==> src/rtl/craft_tweakey_scheduler.sv <==
// CRAFT round-tweakey generator: latches key/tweak/direction on start, then streams every
// round tweakey (round constant folded in) DW bits per beat over a valid/ready interface.
module craft_tweakey_scheduler #(
  parameter int unsigned DW = 4,
  parameter int unsigned NR = 32
) (
  input  logic          clk,
  input  logic          rst_n,
  input  logic          start,
  input  logic          mode,
  input  logic          abort,
  input  logic [127:0]  key,
  input  logic [63:0]   tweak,
  output logic          busy,
  output logic          out_valid,
  input  logic          out_ready,
  output logic [DW-1:0] out_data,
  output logic [7:0]    out_round,
  output logic [7:0]    rc,
  output logic          out_last_beat,
  output logic          out_last_round
);

  localparam int unsigned Beats = 64 / DW;
  // Q permutation: output cell i takes input cell QTab cell i.
  localparam logic [63:0] QTab = 64'hCAF5E892B374601D;

  // {a, b} of round NR-1, the starting point of a decryption schedule.
  function automatic logic [6:0] last_ab();
    logic [3:0] a;
    logic [2:0] b;
    a = 4'd1;
    b = 3'd1;
    for (int unsigned i = 1; i < NR; i++) begin
      a = {a[1] ^ a[0], a[3:1]};
      b = {b[1] ^ b[0], b[2:1]};
    end
    return {a, b};
  endfunction

  localparam logic [6:0] LastAb = last_ab();

  function automatic logic [63:0] perm_q(input logic [63:0] x);
    logic [63:0] y;
    logic [3:0]  src;
    y = '0;
    for (int i = 0; i < 16; i++) begin
      src = QTab[63-4*i -: 4];
      y[63-4*i -: 4] = x[63-4*int'(src) -: 4];
    end
    return y;
  endfunction

  typedef enum logic [1:0] {StIdle, StLoad, StStream} state_e;

  state_e         state_q, state_d;
  logic [127:0]   key_q;
  logic [63:0]    tweak_q;
  logic           mode_q;
  logic [7:0]     r_q;
  logic [3:0]     a_q;
  logic [2:0]     b_q;
  logic [4:0]     beat_q;
  logic [63:0]    shreg_q;
  logic [63:0]    tk;
  logic           fire;
  logic           last_beat;
  logic           last_round;

  assign fire       = (state_q == StStream) && out_ready;
  assign last_beat  = beat_q == 5'(Beats - 1);
  assign last_round = r_q == (mode_q ? 8'd0 : 8'(NR - 1));

  // Even rounds use K0, odd K1; rounds with r mod 4 >= 2 use the permuted tweak.
  always_comb begin
    tk = (r_q[0] ? key_q[63:0] : key_q[127:64]) ^ (r_q[1] ? perm_q(tweak_q) : tweak_q);
    tk[47:40] = tk[47:40] ^ {a_q, 1'b0, b_q};
  end

  always_comb begin
    state_d = state_q;
    if (abort) begin
      state_d = StIdle;
    end else begin
      case (state_q)
        StIdle:   if (start) state_d = StLoad;
        StLoad:   state_d = StStream;
        StStream: if (fire && last_beat) state_d = last_round ? StIdle : StLoad;
        default:  state_d = StIdle;
      endcase
    end
  end

  always_ff @(posedge clk or negedge rst_n) begin
    if (!rst_n) begin
      state_q <= StIdle;
      key_q   <= '0;
      tweak_q <= '0;
      mode_q  <= 1'b0;
      r_q     <= '0;
      a_q     <= '0;
      b_q     <= '0;
      beat_q  <= '0;
      shreg_q <= '0;
    end else begin
      state_q <= state_d;
      if (!abort) begin
        case (state_q)
          StIdle: begin
            if (start) begin
              key_q      <= key;
              tweak_q    <= tweak;
              mode_q     <= mode;
              r_q        <= mode ? 8'(NR - 1) : 8'd0;
              {a_q, b_q} <= mode ? LastAb : 7'b0001_001;
            end
          end
          StLoad: begin
            shreg_q <= tk;
            beat_q  <= '0;
          end
          StStream: begin
            if (fire) begin
              shreg_q <= shreg_q << DW;
              beat_q  <= beat_q + 5'd1;
              if (last_beat && !last_round) begin
                if (mode_q) begin
                  r_q <= r_q - 8'd1;
                  a_q <= {a_q[2:0], a_q[3] ^ a_q[0]};
                  b_q <= {b_q[1:0], b_q[2] ^ b_q[0]};
                end else begin
                  r_q <= r_q + 8'd1;
                  a_q <= {a_q[1] ^ a_q[0], a_q[3:1]};
                  b_q <= {b_q[1] ^ b_q[0], b_q[2:1]};
                end
              end
            end
          end
          default: ;
        endcase
      end
    end
  end

  assign busy           = state_q != StIdle;
  assign out_valid      = state_q == StStream;
  assign out_data       = shreg_q[63 -: DW];
  assign out_round      = r_q;
  assign rc             = {a_q, 1'b0, b_q};
  assign out_last_beat  = out_valid && last_beat;
  assign out_last_round = out_valid && last_round;

endmodule

==> config.mk <==
export PLATFORM = sky130hd
export DESIGN_NAME = craft_tweakey_scheduler
export DESIGN_NICKNAME = d
export VERILOG_FILES = /design/src/rtl/craft_tweakey_scheduler.sv
export SDC_FILE = /design/constraint.sdc
export NUM_CORES = 1
export LEC_CHECK = 0
export CAP_MARGIN = 15
export CORE_ASPECT_RATIO = 1.75
export CORE_MARGIN = 2
export CORE_UTILIZATION = 37
export CTS_CLUSTER_DIAMETER = 150
export DETAILED_ROUTE_END_ITERATION = 6
export PLACE_DENSITY = 0.62
export SETUP_SLACK_MARGIN = 0.1
export SLEW_MARGIN = 20
export SYNTH_ARGS = -nofsm -noshare
export SYNTH_HDL_FRONTEND = slang
export SYNTH_SLANG_ARGS = --single-unit
==> constraint.sdc <==
create_clock -name clk -period 4.75 [get_ports clk]
set_clock_uncertainty 0.2 [all_clocks]
set_input_delay 0.7125 -clock clk [delete_from_list [all_inputs] [get_ports clk]]
set_output_delay 0.7125 -clock clk [all_outputs]
set_load 0.01 [all_outputs]
# Yosys cells after proc, flatten, opt, wreduce, memory -nomap -nowiden
# Cells that the tools add are included.
# totals
ff_bits	279
in_bits	198
word_cells	71
# op_classes
n_addsub	3
eq_ne	9
n_mux	29
n_bitwise	7
n_reduce_logical	14
# ops
operator	count
2-to-1 mux 64 bit	3
case mux 64 bit (2 select lines)	1
bitwise XOR 64 bit	1
2-to-1 mux 8 bit	4
2-to-1 mux 4 bit	4
case mux 8 bit (2 select lines)	1
2-to-1 mux 5 bit	3
2-to-1 mux 3 bit	4
case mux 5 bit (2 select lines)	1
adder 8 x 1 -> 8 bit (second input constant)	1
equality test 8 x 5 -> 1 bit	1
case mux 4 bit (2 select lines)	1
subtractor 8 x 1 -> 8 bit (second input constant)	1
bitwise XOR 8 bit	1
2-to-1 mux 7 bit	1
2-to-1 mux 2 bit	3
case mux 2 bit (3 select lines)	1
case mux 3 bit (2 select lines)	1
AND reduction 3 bit	2
nonzero test 2 bit	3
adder 5 x 1 -> 5 bit (second input constant)	1
equality test 5 x 4 -> 1 bit (second input constant)	1
logical AND 1 bit	5
AND reduction 5 bit	1
12 further kinds	16

# Logic depth before layout (Yosys ltp)
# Gate-level depths: netlist of the first run.
# logic_depth
word_depth	7
depth_mapped	10
depth_no_buf	9

# Least setup slack after synthesis of the first run
# No wires, ideal clock.
# synth_timing
path_type	reg2reg
startpoint	register r_q[0], in the netlist out_round[0]
endpoint	register r_q[4], in the netlist out_round[4]
setup_ns	0.066
arrival_time_ns	2.257
t_required_ns	4.484
path_slack_ns	2.227
path_stages_with_launch	10
n_path_buf	2
period_less_slack_ns	2.523
cell_sequence	dfrtp_1 buf_2 clkbuf_1 inv_1 fa_1 nand2b_1 nand2b_1 nand2_1 a2111oi_0 a221o_1
# synth_between
elab_chain_len	5
# synth_lines
item	line	rtl
from (decl)	60	logic [7:0] r_q;
from (signal assigned)	114	r_q <= mode ? 8'(NR - 1) : 8'd0;
from (signal assigned)	128	r_q <= r_q - 8'd1;
from (signal assigned)	132	r_q <= r_q + 8'd1;
adder 8 x 1 -> 8 bit (tied with other cells)	132	
2-to-1 mux 8 bit or logical NOT 1 bit (tied branches)	127, 126	
2-to-1 mux 8 bit or logical AND 1 bit (tied branches)	126	if (last_beat && !last_round) begin
2-to-1 mux 8 bit or != test 2 x 1 -> 1 bit (tied branches)	--	
case mux 8 bit (2 select lines) or AND reduction 5 bit (tied branches)	--	
# Several ways; a longest one is shown, not always the timed one. The select of a mux whose other input is x is not followed.
# A chain may end at the register's enable or synchronous reset.

# Worst setup path after layout of the first run
# layout_timing
startpoint	register mode_q
endpoint	output out_last_round
# layout_between
elab_chain_len	3
# layout_lines
item	line	rtl
from (decl)	59	logic mode_q;
from (signal assigned)	113	mode_q <= mode;
2-to-1 mux 5 bit	72	assign last_round = r_q == (mode_q ? 8'd0 : 8'(NR - 1));
equality test 8 x 5 -> 1 bit	72	
logical AND 1 bit	151	assign out_last_round = out_valid && last_round;
to (decl)	21	output logic out_last_round
# No other way between the ends.

==> results of run 1 <==
## layer usage
layer / share of wire [%] / wire length, um / up-vias / track usage, %
met3: 3.3 / 1140 / 26 / 2.21
li1: - / - / 4254 / -
met2: 56 / 19000 / 168 / 34.1
met1: 39 / 13500 / 4430 / 21.8
met5: 0 / 0 / - / 0
met4: 1.7 / 580 / 0 / 4.91
## worst max-delay path: cells and delay by family (launching register included)
family                   cells  cell delay, ns
flip-flops                   1            0.69
AND/OR/NAND/NOR              3            0.47
buffers and inverters        1            0.54
adder cells (fa/ha/maj)      1            0.53
## power by group
part / switching, W / total [W] / internal, W
clock network: 0.000910 / 0.00215 / 0.00124
registers: 0.000480 / 0.00352 / 0.00304
logic: 0.00111 / 0.00239 / 0.00128
## logic make-up (layout without fill, tap and decap cells)
family	after synthesis	count (layout)	synth area share [%]
other cells	1	2	0.0281
simple gates	167	167	5.27
flops	279	279	52.3
xor+xnor	79	79	5.18
mux	323	323	26.0
buf+inv	82	287	3.12
fa+ha+maj	9	9	0.900
compound gates	172	172	7.21
## synth_stat cells, types with 9 or more instances
cell and number:
clkbuf_1 26, mux2_1 14, a21oi_1 14, nor2_1 11, buf_4 21, mux2i_1 131, buf_2 24, mux2_2 178
o21ai_0 123, xnor2_1 64, o21a_1 9, xor2_1 15, dfrtp_1 279, nand2_1 129
## sequential cells by signal, summed over array words and instances (netlist names)
name	flops
shreg_q	64
key_q	128
mode_q	1
tweak_q	64
a_q	4
beat_q	5
state_q	2
out_round	8
b_q	3
## metrics by stage
stage,instance area (um^2),power (W),instances
6_report,16800,0.00805,1788
5_1_grt,16800,0.00857,1788
4_1_cts,16800,0.00817,1784
3_5_place_dp,15900,0.00599,1737
3_3_place_gp,15900,0.00591,1737
2_1_floorplan,13400,0.00512,1112
## area by class of cell
type	count	area, um^2	area share [%]
Timing Repair Buffer	234	2380	14.2
Tap cell	470	588	3.49
Multi-Input combinational cell	751	5970	35.5
Antenna cell	1	2.50	0.0149
Inverter	6	22.5	0.134
Sequential cell	279	6990	41.5
Clock inverter	10	108	0.639
Clock buffer	37	773	4.59
## how the worst min path moves through the flow
stage	cells after the start	startpoint	end
after detailed placement	2	shreg_q[30]$_DFFE_PN0P_	shreg_q[30]$_DFFE_PN0P_
after global routing	2	shreg_q[11]$_DFFE_PN0P_	shreg_q[11]$_DFFE_PN0P_
after global placement	2	shreg_q[33]$_DFFE_PN0P_	shreg_q[33]$_DFFE_PN0P_
after CTS	1	rst_n	key_q[73]$_DFFE_PN0P_
final	2	shreg_q[24]$_DFFE_PN0P_	shreg_q[24]$_DFFE_PN0P_
after floorplan	0	rst_n	a_q[0]$_DFFE_PN0P_
==> results_dict.tcl, run 1 <==
set metrics [dict create \
    finish.utilization_pct 47.0 \
    crit_required_ns 3.84 \
    worstSkewPairLatency_ns 0.54 \
    worstSetupEndpoint "out_last_round" \
    worstPathCellList "ha_1 > and4_1 > nand3_1 > nor2_1 > clkdlybuf4s50_1" \
    coreArea_um2 35800 \
    die_x_um 148 \
    grt_pass1_wl_um 53500 \
    grt_pass1_vias 9362 \
    synth_top_cell_by_area "dfrtp_1" \
    cts_sinks 279 \
    clock.fmax_mhz 272 \
    gp_congestion 0.809 \
    powerDensity_nw_per_um2 478 \
    synth_ff_type "dfrtp_1" \
    synth_edf_count 0 \
    critPathMaxFanout 22 \
    grt_usage_pct 18.3 \
    drive_above_1_share_pct 18.2 \
    initial_core_util_pct 37.3 \
    ctsResizeCount 0 \
    netlist.area_leader.share_pct 52.3 \
    syn-cell-area_um2 13400 \
    start_kind "flip-flop" \
    r2r-end "out_round[7]$_DFFE_PN0P_" \
    synth-seq-cells 279 \
    drt-initial-drc-count 417 \
    routedWlPerCell_um 19.1 \
    die_y_um 255 \
    final_max_slew_viol_count 0 \
    peakVddDrop_mv 0.300 \
    cts_buffers 26 \
    routed_via_density 4.97 \
    final_common_cell "dfrtp_1" \
    outcome "completed" \
    maxCapViolCount 0 \
    dr.pass1.iters 4 \
    post_cts_buffers 0 \
    synthCells 1112 \
    portBuffers 220 \
    syn_area_per_cell_um2 12.0 \
    root_buffer "clkbuf_16" \
    crit_start "mode_q$_DFFE_PN0P_" \
    async_reset_ff_share_pct 100 \
    setup_ws_ns 1.07 \
    via_count 8878 \
    dp_hpwl_um 24700 \
    min_path_type "reg -> reg" \
    p_leak_nw 7.13 \
    setup_violations 0 \
    postRouteAntennaNets 0 \
    fin_tns_setup_ns 0 \
    crit_path_end_kind "primary output" \
    final_cell_mix "dfrtp_1 (277), clkdlybuf4s50_1 (219), mux2_2 (178), mux2i_1 (131), nand2_1 (129)" \
    dieArea_um2 37700 \
    worst-r2r-setup-slack_ns 1.61 \
    yosysSeqAreaShare_pct 52.3 \
    finalNetCount 1505 \
    postCtsHoldBufs 0 \
    antenna_found_initial 1 \
    grt_max_degree 131 \
    clkTransAtPathRegs_ns 0.06 \
    arrival_ns 2.76 \
    synth_area_leaders "dfrtp_1 (52%), mux2_2 (15%), mux2i_1 (9.8%)" \
    crit_slowest_cell "dfrtp_1" \
    clock_path_buffers 3 \
    r2r_cells 6 \
    ys_types 47 \
    pre_cts_ws_ns 1.52 \
    period_needed_ns 3.68 \
    hold_violations 0 \
    syn_nets 1319 \
    wl_um 34200 \
    remaining_drc_errors 0 \
    h-tree-depth 1 \
    holdWs_ns 0.275 \
    period_share_pct 77.4 \
    ys_warn_count 0 \
    reg2reg_from "out_round[0]$_DFFE_PN0P_" \
    fp-row-count 92 \
    synthToLayoutAreaGrowth_pct 26.1 \
    nFillCells 3235 \
    overflow 0 \
    criticalPathCategory "reg -> out" \
    ioPinCount 222 \
    critical_path.max_stage_delay_ns 0.69 \
    rsz0062_at_grt "no" \
    slew_headroom_pct 25.2 \
    cts_tree "built" \
    tightestPinTransition_ns 1.12 \
]
(Power assumes the default switching activity.)
==> run 2: changes to the inputs <==
--- a/config.mk
+++ b/config.mk
@@ -11,7 +11,7 @@
 export CORE_UTILIZATION = 37
 export CTS_CLUSTER_DIAMETER = 150
 export DETAILED_ROUTE_END_ITERATION = 6
-export PLACE_DENSITY = 0.62
+export PLACE_DENSITY = 0.64
 export SETUP_SLACK_MARGIN = 0.1
 export SLEW_MARGIN = 20
 export SYNTH_ARGS = -nofsm -noshare
==> constraint.sdc (replaced) <==
create_clock -name clk -period 3.34 [get_ports clk]
set_clock_uncertainty 0.2 [all_clocks]
set_input_delay 0.501 -clock clk [delete_from_list [all_inputs] [get_ports clk]]
set_output_delay 0.501 -clock clk [all_outputs]
set_load 0.01 [all_outputs]
==> run 2 against run 1 <==
Non-clock buffer count up 10. Final area increased by 1.6%. Register-to-register slack lost 0.96 ns. Via count grew 1.2%. Critical endpoint unchanged. Flip-flop and latch count did not move. Highest routed layer unchanged. Largest power group unchanged. Power up 49%. Die area stayed put. Critical path type unchanged.
==> results_dict.tcl, run 2 (synthesized netlist as in run 1, its figures left out) <==
set metrics [dict create \
    via_count 8982 \
    nFillCells 3198 \
    routed_via_density 4.98 \
    maxCapViolCount 0 \
    share_comb_of_total_power_pct 29.1 \
    p_switching_w 0.00364 \
    portBuffers 220 \
    seqPwrFrac_pct 41.5 \
    period_share_pct 93.0 \
    outcome "completed" \
    overflow 0 \
    hold_violations 0 \
    start_kind "flip-flop" \
    crit_slowest_cell "clkdlybuf4s50_1" \
    power_w 0.0120 \
    tightestPinTransition_ns 0.667 \
    remaining_drc_errors 0 \
    fp-row-count 92 \
    instances_no_fill 1804 \
    peakVddDrop_mv 0.518 \
    top_regs "key_q (128), shreg_q (64), tweak_q (64)" \
    worstPathCellList "ha_1 > and4_1 > nand3_1 > nor2_1 > clkdlybuf4s50_1" \
    critical_path.max_stage_delay_ns 0.54 \
    powerDensity_nw_per_um2 699 \
    worstSkewPairLatency_ns 0.55 \
    clockPowerShare_pct 29.4 \
    cts_tree "built" \
    cts_sinks 279 \
    placed_cells 1748 \
    largest_reg_flops 128 \
    postRouteAntennaNets 0 \
    criticalPathCategory "reg -> out" \
    arrival_ns 2.40 \
    p_int_w 0.00832 \
    clock_path_buffers 3 \
    clock.fmax_mhz 322 \
    wl_um 34900 \
    rsz0062_at_grt "no" \
    dieArea_um2 37700 \
    dp_hpwl_um 25400 \
    grt_usage_pct 18.5 \
    period_needed_ns 3.10 \
    clkTransAtPathRegs_ns 0.06 \
    die_y_um 255 \
    crit_path_end_kind "primary output" \
    grt_max_degree 70 \
    coreArea_um2 35800 \
    p_leak_nw 7.24 \
    slew_headroom_pct 55.6 \
    grt_pass1_wl_um 54100 \
    die_x_um 148 \
    setup_violations 0 \
    finish.utilization_pct 47.8 \
    synthToLayoutAreaGrowth_pct 28.1 \
    gp_congestion 0.845 \
    final_cell_mix "dfrtp_1 (276), clkdlybuf4s50_1 (219), mux2_2 (178), mux2i_1 (131), nand2_1 (129)" \
    grt_pass1_vias 9503 \
    min_path_type "reg -> reg" \
    regMostFlops "key_q" \
    drt-initial-drc-count 482 \
    routedWlPerCell_um 19.3 \
    switching_share_pct 30.4 \
    h-tree-depth 1 \
    critPathMaxFanout 8 \
    fin_tns_setup_ns 0 \
    finalNetCount 1517 \
    final_max_slew_viol_count 0 \
    root_buffer "clkbuf_16" \
    cts_buffers 28 \
    ioPinCount 222 \
    final_common_cell "dfrtp_1" \
    dr.pass1.iters 4 \
    crit_required_ns 2.64 \
    antenna_found_initial 3 \
    drive_above_1_share_pct 19.1 \
    initial_core_util_pct 37.3 \
]
## run 2: changes by cell type in the layout (fill, tap and decap cells not counted), sizes merged, moves of 2 or more
cell,delta
buf,+10
bufinv,+3
clkbuf,+6
clkinv,-7
diode,+2
## run 2: metal layers
metal  share of wire [%]  vias up  track usage [%]
met2                  53      203             33.5
met4                 3.8        0             7.45
met5                   0        -                0
met3                 3.0       57             1.70
met1                  40     4449             22.4
li1                    -     4273                -
## run 2: path summary, 6_finish.rpt
kind,start,depth (start not counted),slack [ns],endpoint
worst max-delay path,mode_q$_DFFE_PN0P_,5,0.24,out_last_round
worst min-delay path,shreg_q[33]$_DFFE_PN0P_,2,0.27,shreg_q[33]$_DFFE_PN0P_
worst max register to register,out_round[1]$_DFFE_PN0P_,8,0.65,out_round[6]$_DFFE_PN0P_
worst min register to register,shreg_q[33]$_DFFE_PN0P_,2,0.27,shreg_q[33]$_DFFE_PN0P_
max in group asynchronous,rst_n,3,1.66,tweak_q[2]$_DFFE_PN0P_
min in group asynchronous,rst_n,2,0.28,key_q[70]$_DFFE_PN0P_
## run 2: area by class of cell
type / instances / area, um^2 / area share, %
sequential: 279 / 6990 / 40.9
multi-input combinational: 751 / 5980 / 35.0
timing repair buffer: 244 / 2480 / 14.5
clock buffer: 43 / 858 / 5.02
tap: 470 / 588 / 3.44
clock inverter: 8 / 174 / 1.02
inverter: 6 / 22.5 / 0.132
antenna: 3 / 7.51 / 0.0439
## run 2: critical path, delay by kind of cell, from the launching register on
kind,cells,cell delay [ns]
flops,1,0.48
simple gates,3,0.47
fa+ha+maj,1,0.38
buf+inv,1,0.54
## run 2: metrics by stage
stage               cell area, um^2  hold slack (ns)  worst slack, ns
finish                        17100            0.274            0.235
global route                  17100            0.296            0.108
CTS                           17100            0.278            0.156
detailed placement            16000            0.265            0.653
global placement              16000            0.257            0.715
floorplan                     13400          0.00541            0.817
## run 2: power groups by stage
stage               logic, W  registers (W)  clock network, W
floorplan            0.00252        0.00476                 0
global placement     0.00344        0.00499                 0
detailed placement   0.00351        0.00503                 0
CTS                  0.00353        0.00497           0.00359
global route         0.00388        0.00509           0.00372
finish               0.00348        0.00496           0.00351
## run 2: what timing repair did
action | in CTS | in global routing
setup endpoints to repair | 1 | 1
pin swaps | 0 | 0
gates resized for setup | 1 | 1
hold endpoints to repair | 61 | 0
hold buffers | 1 | 0
setup buffers | 0 | 1
==> run 3: changes to the inputs <==
--- a/config.mk
+++ b/config.mk
@@ -13,6 +13,7 @@
 export DETAILED_ROUTE_END_ITERATION = 6
 export PLACE_DENSITY = 0.64
 export SETUP_SLACK_MARGIN = 0.1
+export SKIP_CTS_REPAIR_TIMING = 1
 export SLEW_MARGIN = 20
 export SYNTH_ARGS = -nofsm -noshare
 export SYNTH_HDL_FRONTEND = slang
==> run 3 against run 2 <==
Hold slack gained 0.0027 ns. Fmax is essentially flat. Combinational power is essentially flat. Clock power is essentially flat. Via count shrank 0.37%. Global-route usage is essentially flat. Highest routed layer unchanged. Cell count is the same. Critical path depth is the same. Non-clock buffer count is the same. Critical path type unchanged. Power is essentially flat. Die area is the same. Wire length is essentially flat.
==> results_dict.tcl, run 3 (synthesized netlist as in run 1, its figures left out) <==
set metrics [dict create \
    cts_tree "built" \
    initial_core_util_pct 37.3 \
    remaining_drc_errors 0 \
    h-tree-depth 1 \
    postRouteAntennaNets 0 \
    via_count 8949 \
    period_needed_ns 3.10 \
    finalNetCount 1517 \
    drive_above_1_share_pct 19.1 \
    powerDensity_nw_per_um2 700 \
    clockPowerShare_pct 29.4 \
    synthToLayoutAreaGrowth_pct 28.1 \
    r2r-end "out_round[6]$_DFFE_PN0P_" \
    worstSkewPairLatency_ns 0.55 \
    slew_headroom_pct 56.0 \
    worst-r2r-setup-slack_ns 0.64 \
    grt_util_met3_pct 1.70 \
    dp_hpwl_um 25400 \
    routedWlPerCell_um 19.3 \
    peakVddDrop_mv 0.520 \
    worstPathCellList "ha_1 > and4_1 > nand3_1 > nor2_1 > clkdlybuf4s50_1" \
    coreArea_um2 35800 \
    gp_congestion 0.845 \
    overflow 0 \
    share_comb_of_total_power_pct 29.1 \
    dieArea_um2 37700 \
    crit_required_ns 2.64 \
    top_regs "key_q (128), shreg_q (64), tweak_q (64)" \
    grt-busiest-layer "met2" \
    cts_buffers 28 \
    finish.utilization_pct 47.8 \
    setup_violations 0 \
    arrival_ns 2.40 \
    outcome "completed" \
    wl_um 34900 \
    p_leak_nw 7.24 \
    tightestPinTransition_ns 0.660 \
    min_path_type "in -> async" \
    grt_use_met2_pct 33.5 \
    final_common_cell "dfrtp_1" \
    fin_tns_setup_ns 0 \
    final_cell_mix "dfrtp_1 (276), clkdlybuf4s50_1 (219), mux2_2 (178), mux2i_1 (131), nand2_1 (129)" \
    seqPwrFrac_pct 41.5 \
    die_x_um 148 \
    p_int_w 0.00832 \
    dr.pass1.iters 4 \
    grt_pass1_vias 9502 \
    antenna_found_initial 3 \
    start_kind "flip-flop" \
    placed_cells 1748 \
    critPathMaxFanout 8 \
    grt_max_degree 70 \
    grt_pass1_wl_um 54100 \
    rsz0062_at_grt "no" \
    instances_no_fill 1804 \
    die_y_um 255 \
    root_buffer "clkbuf_16" \
    crit_slowest_cell "clkdlybuf4s50_1" \
    period_share_pct 93.0 \
    use_met1_pct 22.4 \
    power_w 0.0120 \
    clkTransAtPathRegs_ns 0.06 \
    critical_path.max_stage_delay_ns 0.54 \
    reg2reg_from "out_round[1]$_DFFE_PN0P_" \
    final_max_slew_viol_count 0 \
    portBuffers 220 \
    largest_reg_flops 128 \
    grt_usage_pct 18.5 \
    drt-initial-drc-count 487 \
    cts_sinks 279 \
    fp-row-count 92 \
    crit_path_end_kind "primary output" \
    regMostFlops "key_q" \
    clock_path_buffers 3 \
    routed_via_density 4.96 \
    switching_share_pct 30.5 \
    holdWs_ns 0.277 \
    criticalPathCategory "reg -> out" \
    maxCapViolCount 0 \
    r2r_cells 8 \
    p_switching_w 0.00364 \
    clock.fmax_mhz 322 \
    ioPinCount 222 \
    hold_violations 0 \
]
-- run 3: cell counts in the layout (fill, tap and decap cells not counted) --
No cell type changed its count.
-- run 3: layer usage --
layer | share of wire (%) | up-vias
met3 | 2.9 | 60
met1 | 40 | 4409
met2 | 53 | 197
li1 | - | 4283
met5 | 0 | -
met4 | 3.9 | 0
-- run 3: how the worst max path moves through the flow --
stage	start	to	slack, ns	cells past startpoint
5_1_grt	mode_q$_DFFE_PN0P_	out_last_round	0.11	5
4_1_cts	mode_q$_DFFE_PN0P_	out_last_round	0.08	5
6_report	mode_q$_DFFE_PN0P_	out_last_round	0.24	5
2_1_floorplan	out_round[0]$_DFFE_PN0P_	out_round[4]$_DFFE_PN0P_	0.82	9
3_3_place_gp	mode_q$_DFFE_PN0P_	out_last_round	0.71	5
3_5_place_dp	out_round[1]$_DFFE_PN0P_	out_round[6]$_DFFE_PN0P_	0.65	8
-- run 3: metrics by stage --
stage	area [um^2]	setup slack, ns
floorplan	13400	0.817
global placement	16000	0.715
detailed placement	16000	0.653
CTS	17100	0.0779
global route	17100	0.108
finish	17100	0.235
-- run 3: layout make-up --
type | count | area [um^2]
Antenna cell | 3 | 7.51
Clock buffer | 43 | 858
Clock inverter | 8 | 174
Fill cell | 3199 | 18700
Inverter | 6 | 22.5
Multi-Input combinational cell | 751 | 5980
Sequential cell | 279 | 6990
Tap cell | 470 | 588
Timing Repair Buffer | 244 | 2480
-- run 3: worst max-delay path, delay by kind of cell, from the launching register on --
| family | cells | cell delay (ns) |
|---|---|---|
| AND/OR/NAND/NOR | 3 | 0.47 |
| adder cells (fa/ha/maj) | 1 | 0.37 |
| buffers and inverters | 1 | 0.54 |
| flip-flops | 1 | 0.48 |
-- run 3: power by group through the flow --
stage / clock, W / combinational, W / sequential (W)
finish: 0.00352 / 0.00348 / 0.00496
global route: 0.00372 / 0.00388 / 0.00509
CTS: 0.00359 / 0.00353 / 0.00497
detailed placement: 0 / 0.00351 / 0.00503
global placement: 0 / 0.00344 / 0.00499
floorplan: 0 / 0.00252 / 0.00476
